`src/rtl/vga_timing_pkg.sv`:
```
// vga_timing_pkg: default 640x480@60 timing, sync polarity and coordinate width
package vga_timing_pkg;
  localparam int CLK_DIV = 4;
  localparam int H_DISPLAY = 640;
  localparam int H_FRONT = 16;
  localparam int H_SYNC = 96;
  localparam int H_BACK = 48;
  localparam int V_DISPLAY = 480;
  localparam int V_FRONT = 10;
  localparam int V_SYNC = 2;
  localparam int V_BACK = 33;
  localparam int H_TOTAL = H_DISPLAY + H_FRONT + H_SYNC + H_BACK;
  localparam int V_TOTAL = V_DISPLAY + V_FRONT + V_SYNC + V_BACK;
  localparam logic SYNC_ACTIVE = 1'b0;
  localparam int COORD_W = 10;
endpackage

```
`src/rtl/vga_sync_gen_pixel_tick_gen.sv`:
```
// pixel_tick_gen: divides clk by CLK_DIV into a one-clk pixel enable
module pixel_tick_gen #(
  parameter int CLK_DIV = vga_timing_pkg::CLK_DIV
) (
  input  logic clk,
  input  logic reset,
  output logic p_tick
);
  localparam int W = CLK_DIV > 1 ? $clog2(CLK_DIV) : 1;
  localparam logic [W-1:0] LAST = W'(CLK_DIV - 1);
  logic [W-1:0] div_cnt;
  // free-running divider, wraps after the last count of each pixel
  always_ff @(posedge clk or posedge reset)
    if (reset) div_cnt <= '0;
    else div_cnt <= p_tick ? '0 : div_cnt + 1'b1;
  assign p_tick = div_cnt == LAST;
endmodule

```
`src/rtl/vga_sync_gen.sv`:
```
// vga_sync_gen: VGA pixel enable, x/y counters, sync pulses, video_on, frame_tick; VGA_FRAME_COUNT_EN adds frame_cnt
module vga_sync_gen #(
  parameter int CLK_DIV = vga_timing_pkg::CLK_DIV,
  parameter int H_DISPLAY = vga_timing_pkg::H_DISPLAY,
  parameter int H_FRONT = vga_timing_pkg::H_FRONT,
  parameter int H_SYNC = vga_timing_pkg::H_SYNC,
  parameter int H_BACK = vga_timing_pkg::H_BACK,
  parameter int V_DISPLAY = vga_timing_pkg::V_DISPLAY,
  parameter int V_FRONT = vga_timing_pkg::V_FRONT,
  parameter int V_SYNC = vga_timing_pkg::V_SYNC,
  parameter int V_BACK = vga_timing_pkg::V_BACK
) (
  input  logic clk,
  input  logic reset,
  output logic p_tick,
  output logic [vga_timing_pkg::COORD_W-1:0] x,
  output logic [vga_timing_pkg::COORD_W-1:0] y,
  output logic hsync,
  output logic vsync,
  output logic video_on,
  output logic frame_tick
`ifdef VGA_FRAME_COUNT_EN
  , output logic [7:0] frame_cnt
`endif
);
  localparam logic SYNC_ACTIVE = vga_timing_pkg::SYNC_ACTIVE;
  localparam int H_TOTAL = H_DISPLAY + H_FRONT + H_SYNC + H_BACK;
  localparam int V_TOTAL = V_DISPLAY + V_FRONT + V_SYNC + V_BACK;
  typedef logic [vga_timing_pkg::COORD_W-1:0] coord_t;
  localparam coord_t H_LAST = coord_t'(H_TOTAL - 1);
  localparam coord_t V_LAST = coord_t'(V_TOTAL - 1);
  localparam coord_t H_VIS = coord_t'(H_DISPLAY);
  localparam coord_t V_VIS = coord_t'(V_DISPLAY);
  localparam coord_t HS_START = coord_t'(H_DISPLAY + H_FRONT);
  localparam coord_t HS_END = coord_t'(H_DISPLAY + H_FRONT + H_SYNC - 1);
  localparam coord_t VS_START = coord_t'(V_DISPLAY + V_FRONT);
  localparam coord_t VS_END = coord_t'(V_DISPLAY + V_FRONT + V_SYNC - 1);
  logic h_end, v_end;
  coord_t h_next, v_next;
  pixel_tick_gen #(.CLK_DIV(CLK_DIV)) u_tick (.clk(clk), .reset(reset), .p_tick(p_tick));
  // next counter values; syncs are decoded from these so they line up with x/y
  always_comb begin
    h_end = x == H_LAST;
    v_end = y == V_LAST;
    h_next = p_tick ? (h_end ? '0 : x + 1'b1) : x;
    v_next = (p_tick && h_end) ? (v_end ? '0 : y + 1'b1) : y;
  end
  // coordinate and sync registers
  always_ff @(posedge clk or posedge reset)
    if (reset) begin
      x <= '0;
      y <= '0;
      hsync <= ~SYNC_ACTIVE;
      vsync <= ~SYNC_ACTIVE;
    end else begin
      x <= h_next;
      y <= v_next;
      hsync <= (h_next >= HS_START && h_next <= HS_END) ? SYNC_ACTIVE : ~SYNC_ACTIVE;
      vsync <= (v_next >= VS_START && v_next <= VS_END) ? SYNC_ACTIVE : ~SYNC_ACTIVE;
    end
  assign video_on = x < H_VIS && y < V_VIS;
  assign frame_tick = p_tick & h_end & v_end;
`ifdef VGA_FRAME_COUNT_EN
  // frame counter, advances on each frame_tick and wraps naturally
  always_ff @(posedge clk or posedge reset)
    if (reset) frame_cnt <= '0;
    else if (frame_tick) frame_cnt <= frame_cnt + 1'b1;
`endif
endmodule

```
`config.mk`:
```
export PLATFORM = sky130hd
export DESIGN_NAME = vga_sync_gen
export DESIGN_NICKNAME = d
export VERILOG_FILES = /design/src/rtl/vga_timing_pkg.sv /design/src/rtl/vga_sync_gen_pixel_tick_gen.sv /design/src/rtl/vga_sync_gen.sv
export SDC_FILE = /design/constraint.sdc
export NUM_CORES = 1
export LEC_CHECK = 0
export BUFFER_PORTS_ARGS = -buffer_cell sky130_fd_sc_hd__buf_2
export CAP_MARGIN = 10
export CORE_MARGIN = 2
export CORE_UTILIZATION = 54
export DETAILED_ROUTE_END_ITERATION = 8
export PLACE_DENSITY = 0.88
export SYNTH_ARGS = -nofsm -noshare
export SYNTH_HDL_FRONTEND = slang
export SYNTH_HIERARCHICAL = 1
export SYNTH_SLANG_ARGS = --single-unit
```
`constraint.sdc`:
```
create_clock -name clk -period 2.4 [get_ports clk]
set_input_delay 0.24 -clock clk [delete_from_list [all_inputs] [get_ports clk]]
set_output_delay 0.24 -clock clk [all_outputs]
set_load 0.02 [all_outputs]
```
==> results.json <==
{
  "global_route.overflow_total": 0,
  "cts_tree": "done",
  "use_met3_pct": 2.81,
  "timing.critical_path.from": "u_tick/div_cnt[0]",
  "grt_setup_unrepaired": "no",
  "die_width_um": 55.3,
  "clock_insertion_delay_worst_skew_ps": 320,
  "gr-usage-met2_pct": 35.5,
  "synth-seq-cells": 24,
  "timing.final.ws_setup_ps": 263,
  "gr-usage-met1_pct": 30.1,
  "synth_cell_types": 47,
  "vias_in_the_first_global_route": 1251,
  "worst-slew-pin-transition_ps": 829,
  "average_wire_per_cell_in_the_routed_design_um": 15.3,
  "dp.final_hpwl_um": 2350,
  "remaining_drc_errors": 0,
  "drive_above_1_share_pct": 24.4,
  "worst-path-max-fanout": 12,
  "cts-buffers-inserted": 3,
  "synth_sequential_area_ratio_pct": 42.4,
  "portbufs": 26,
  "mappedNetlistArea_um2": 1420,
  "crit_path_end_kind": "output port",
  "power_density_nw_per_um2": 389,
  "avgViaCountPerCell": 6.16,
  "clock_tree.root_cell": "clkbuf_4",
  "timing.final.hold_violations": 0,
  "timing.hold.ws_ps": 313,
  "layout.cells.most_common_list": "26 x buf_2, 22 x dfrtp_1, 18 x nand2_1, 11 x nor2_1, 10 x o21ai_0",
  "ys_warn_count": 6,
  "run_status": "finished, final reports clean",
  "period_share_pct": 89.0,
  "slew_headroom_pct": 44.7,
  "p_leak_uw": 0.000756,
  "period_needed_ps": 2140,
  "worst_case_setup_slack_after_placement_ps": 475,
  "final-instance-count-excl-fill": 210,
  "clk_pin_slew_worst_paths_ps": 120,
  "final-setup-viol-count": 0,
  "detailroute.via_count": 1294,
  "timing.setup.critical_path_class": "reg2out",
  "design.die.area_um2": 3060,
  "num_rows": 18,
  "syn2layout_area_growth_pct": 13.7,
  "core_region_area_um2": 2480,
  "post_cts_resize_count": 0,
  "grt_max_degree": 23,
  "worst_ep_arrival_time_ps": 1900,
  "synth-edff-count": 0,
  "mostFrequentLayoutCell": "buf_2",
  "clock_skew_ps": 8.62,
  "floorplan.die.height_um": 55.3,
  "drt-pass1-iter-count": 4,
  "asyncSetResetFlopFracSynth_pct": 100,
  "maxSlewViolCount": 0,
  "final.setup.tns_ps": 0,
  "wire_length_of_the_first_global_routing_pass_um": 5600,
  "yosys_most_used_dff": "dfrtp_1",
  "syn_area_per_cell_um2": 9.29,
  "ant_nets": 0,
  "worst-r2r-cell-count": 6,
  "finish.net_count": 187,
  "antenna_found_initial": 0,
  "initial_core_util_pct": 57.4,
  "global_route.usage.total_pct": 22.0,
  "worst_hold_path_type": "in2async",
  "cp-start-kind": "flip-flop",
  "clockBufferDepth": 2,
  "max_cap_violations": 0,
  "place_congestion": 0.891,
  "antenna-diode-count": 0,
  "place_inst": 205,
  "mappedNetlistNets": 159,
  "post_synth_inst_count": 153,
  "r2r-start": "u_tick/div_cnt[0]",
  "max-vdd-ir-drop_uv": 414,
  "ioPinCount": 27,
  "drtIter0Drc": 70,
  "wl_um": 3210,
  "filler_cell_count": 203,
  "clock_sinks": 24,
  "final_core_utilization_pct": 65.3,
  "gr-max-usage-layer": "met2",
  "timing.fmax_mhz": 468,
  "timing.critical_path.required_ps": 2160,
  "clock_tree.htree_level_count": 1
}
==> per-stage QoR <==
step / cell area, um2 / power [uW]
after global routing: 1620 / 653
after floorplan: 1420 / 418
after detailed placement: 1570 / 422
after global placement: 1570 / 421
final: 1620 / 628
after CTS: 1620 / 636
==> critical path, stage by stage, from the launching register on <==
cell	delay [ps]
dfrtp_1	380
ha_1	320
and3_4	290
nand4bb_1	140
buf_4	200
nor2_1	100
buf_2	170
==> state kept, by name, summed over array words and instances, names as in the netlist <==
register        count
hsync               1
u_tick/div_cnt      2
y                  10
vsync               1
x                  10
==> routing by layer <==
metal,routed length [um],vias to the layer above
met5,0,-
met4,35,0
met3,176,4
met2,1630,50
met1,1370,620
li1,-,620
==> path summary, 6_finish.rpt <==
check | slack (ps) | endpoint
max | 260 | frame_tick
min | 310 | u_tick/div_cnt[1]
max reg2reg | 450 | y[3]
min reg2reg | 450 | u_tick/div_cnt[0]
max in group asynchronous | 1260 | y[3]
min in group clk | 450 | u_tick/div_cnt[0]
==> power breakdown <==
group,switching (uW),internal (uW),total (uW)
Clock,121,92.7,214
Sequential,0,405,405
Combinational,8.00,1.85,9.86
==> kinds of logic after synthesis <==
logic type	Yosys count	share of synthesized area, %
buf+inv	14	4.22
mux	1	0.792
simple gates	74	30.9
compound gates	28	13.2
flops	24	42.4
fa+ha+maj	4	3.52
xor+xnor	8	4.93
==> synthesized netlist by cell type, drive strengths merged, types with 2 or more instances <==
cell | n | area share [%]
a211oi | 2 | 1.1
a21oi | 2 | 0.70
a2bb2oi | 2 | 1.2
and3 | 4 | 2.1
and4 | 2 | 1.2
and4bb | 3 | 2.9
buf | 4 | 1.6
dfrtp | 22 | 39
dfstp | 2 | 3.7
ha | 4 | 3.5
inv | 9 | 2.4
nand2 | 20 | 5.6
nand3 | 5 | 1.8
nand4 | 9 | 4.4
nor2 | 11 | 2.9
nor3 | 7 | 2.8
o21ai | 13 | 4.6
or3 | 4 | 1.8
xnor2 | 3 | 1.8
xor2 | 5 | 3.1
==> what timing repair did <==
action                                 in CTS  in global routing
hold buffers                                1                  0
buffers inserted                            0                  0
endpoints found under the hold margin       2                  0
==> cell type report <==
cell class | instances | area [um2] | share of cell area, %
inverter | 9 | 33.8 | 2.09
multi-input combinational | 115 | 758 | 46.9
timing repair buffer | 28 | 148 | 9.13
tap | 30 | 37.5 | 2.32
clock buffer | 4 | 36.3 | 2.24
sequential | 24 | 603 | 37.3
No activity file was read; power rests on OpenSTA's default activity.
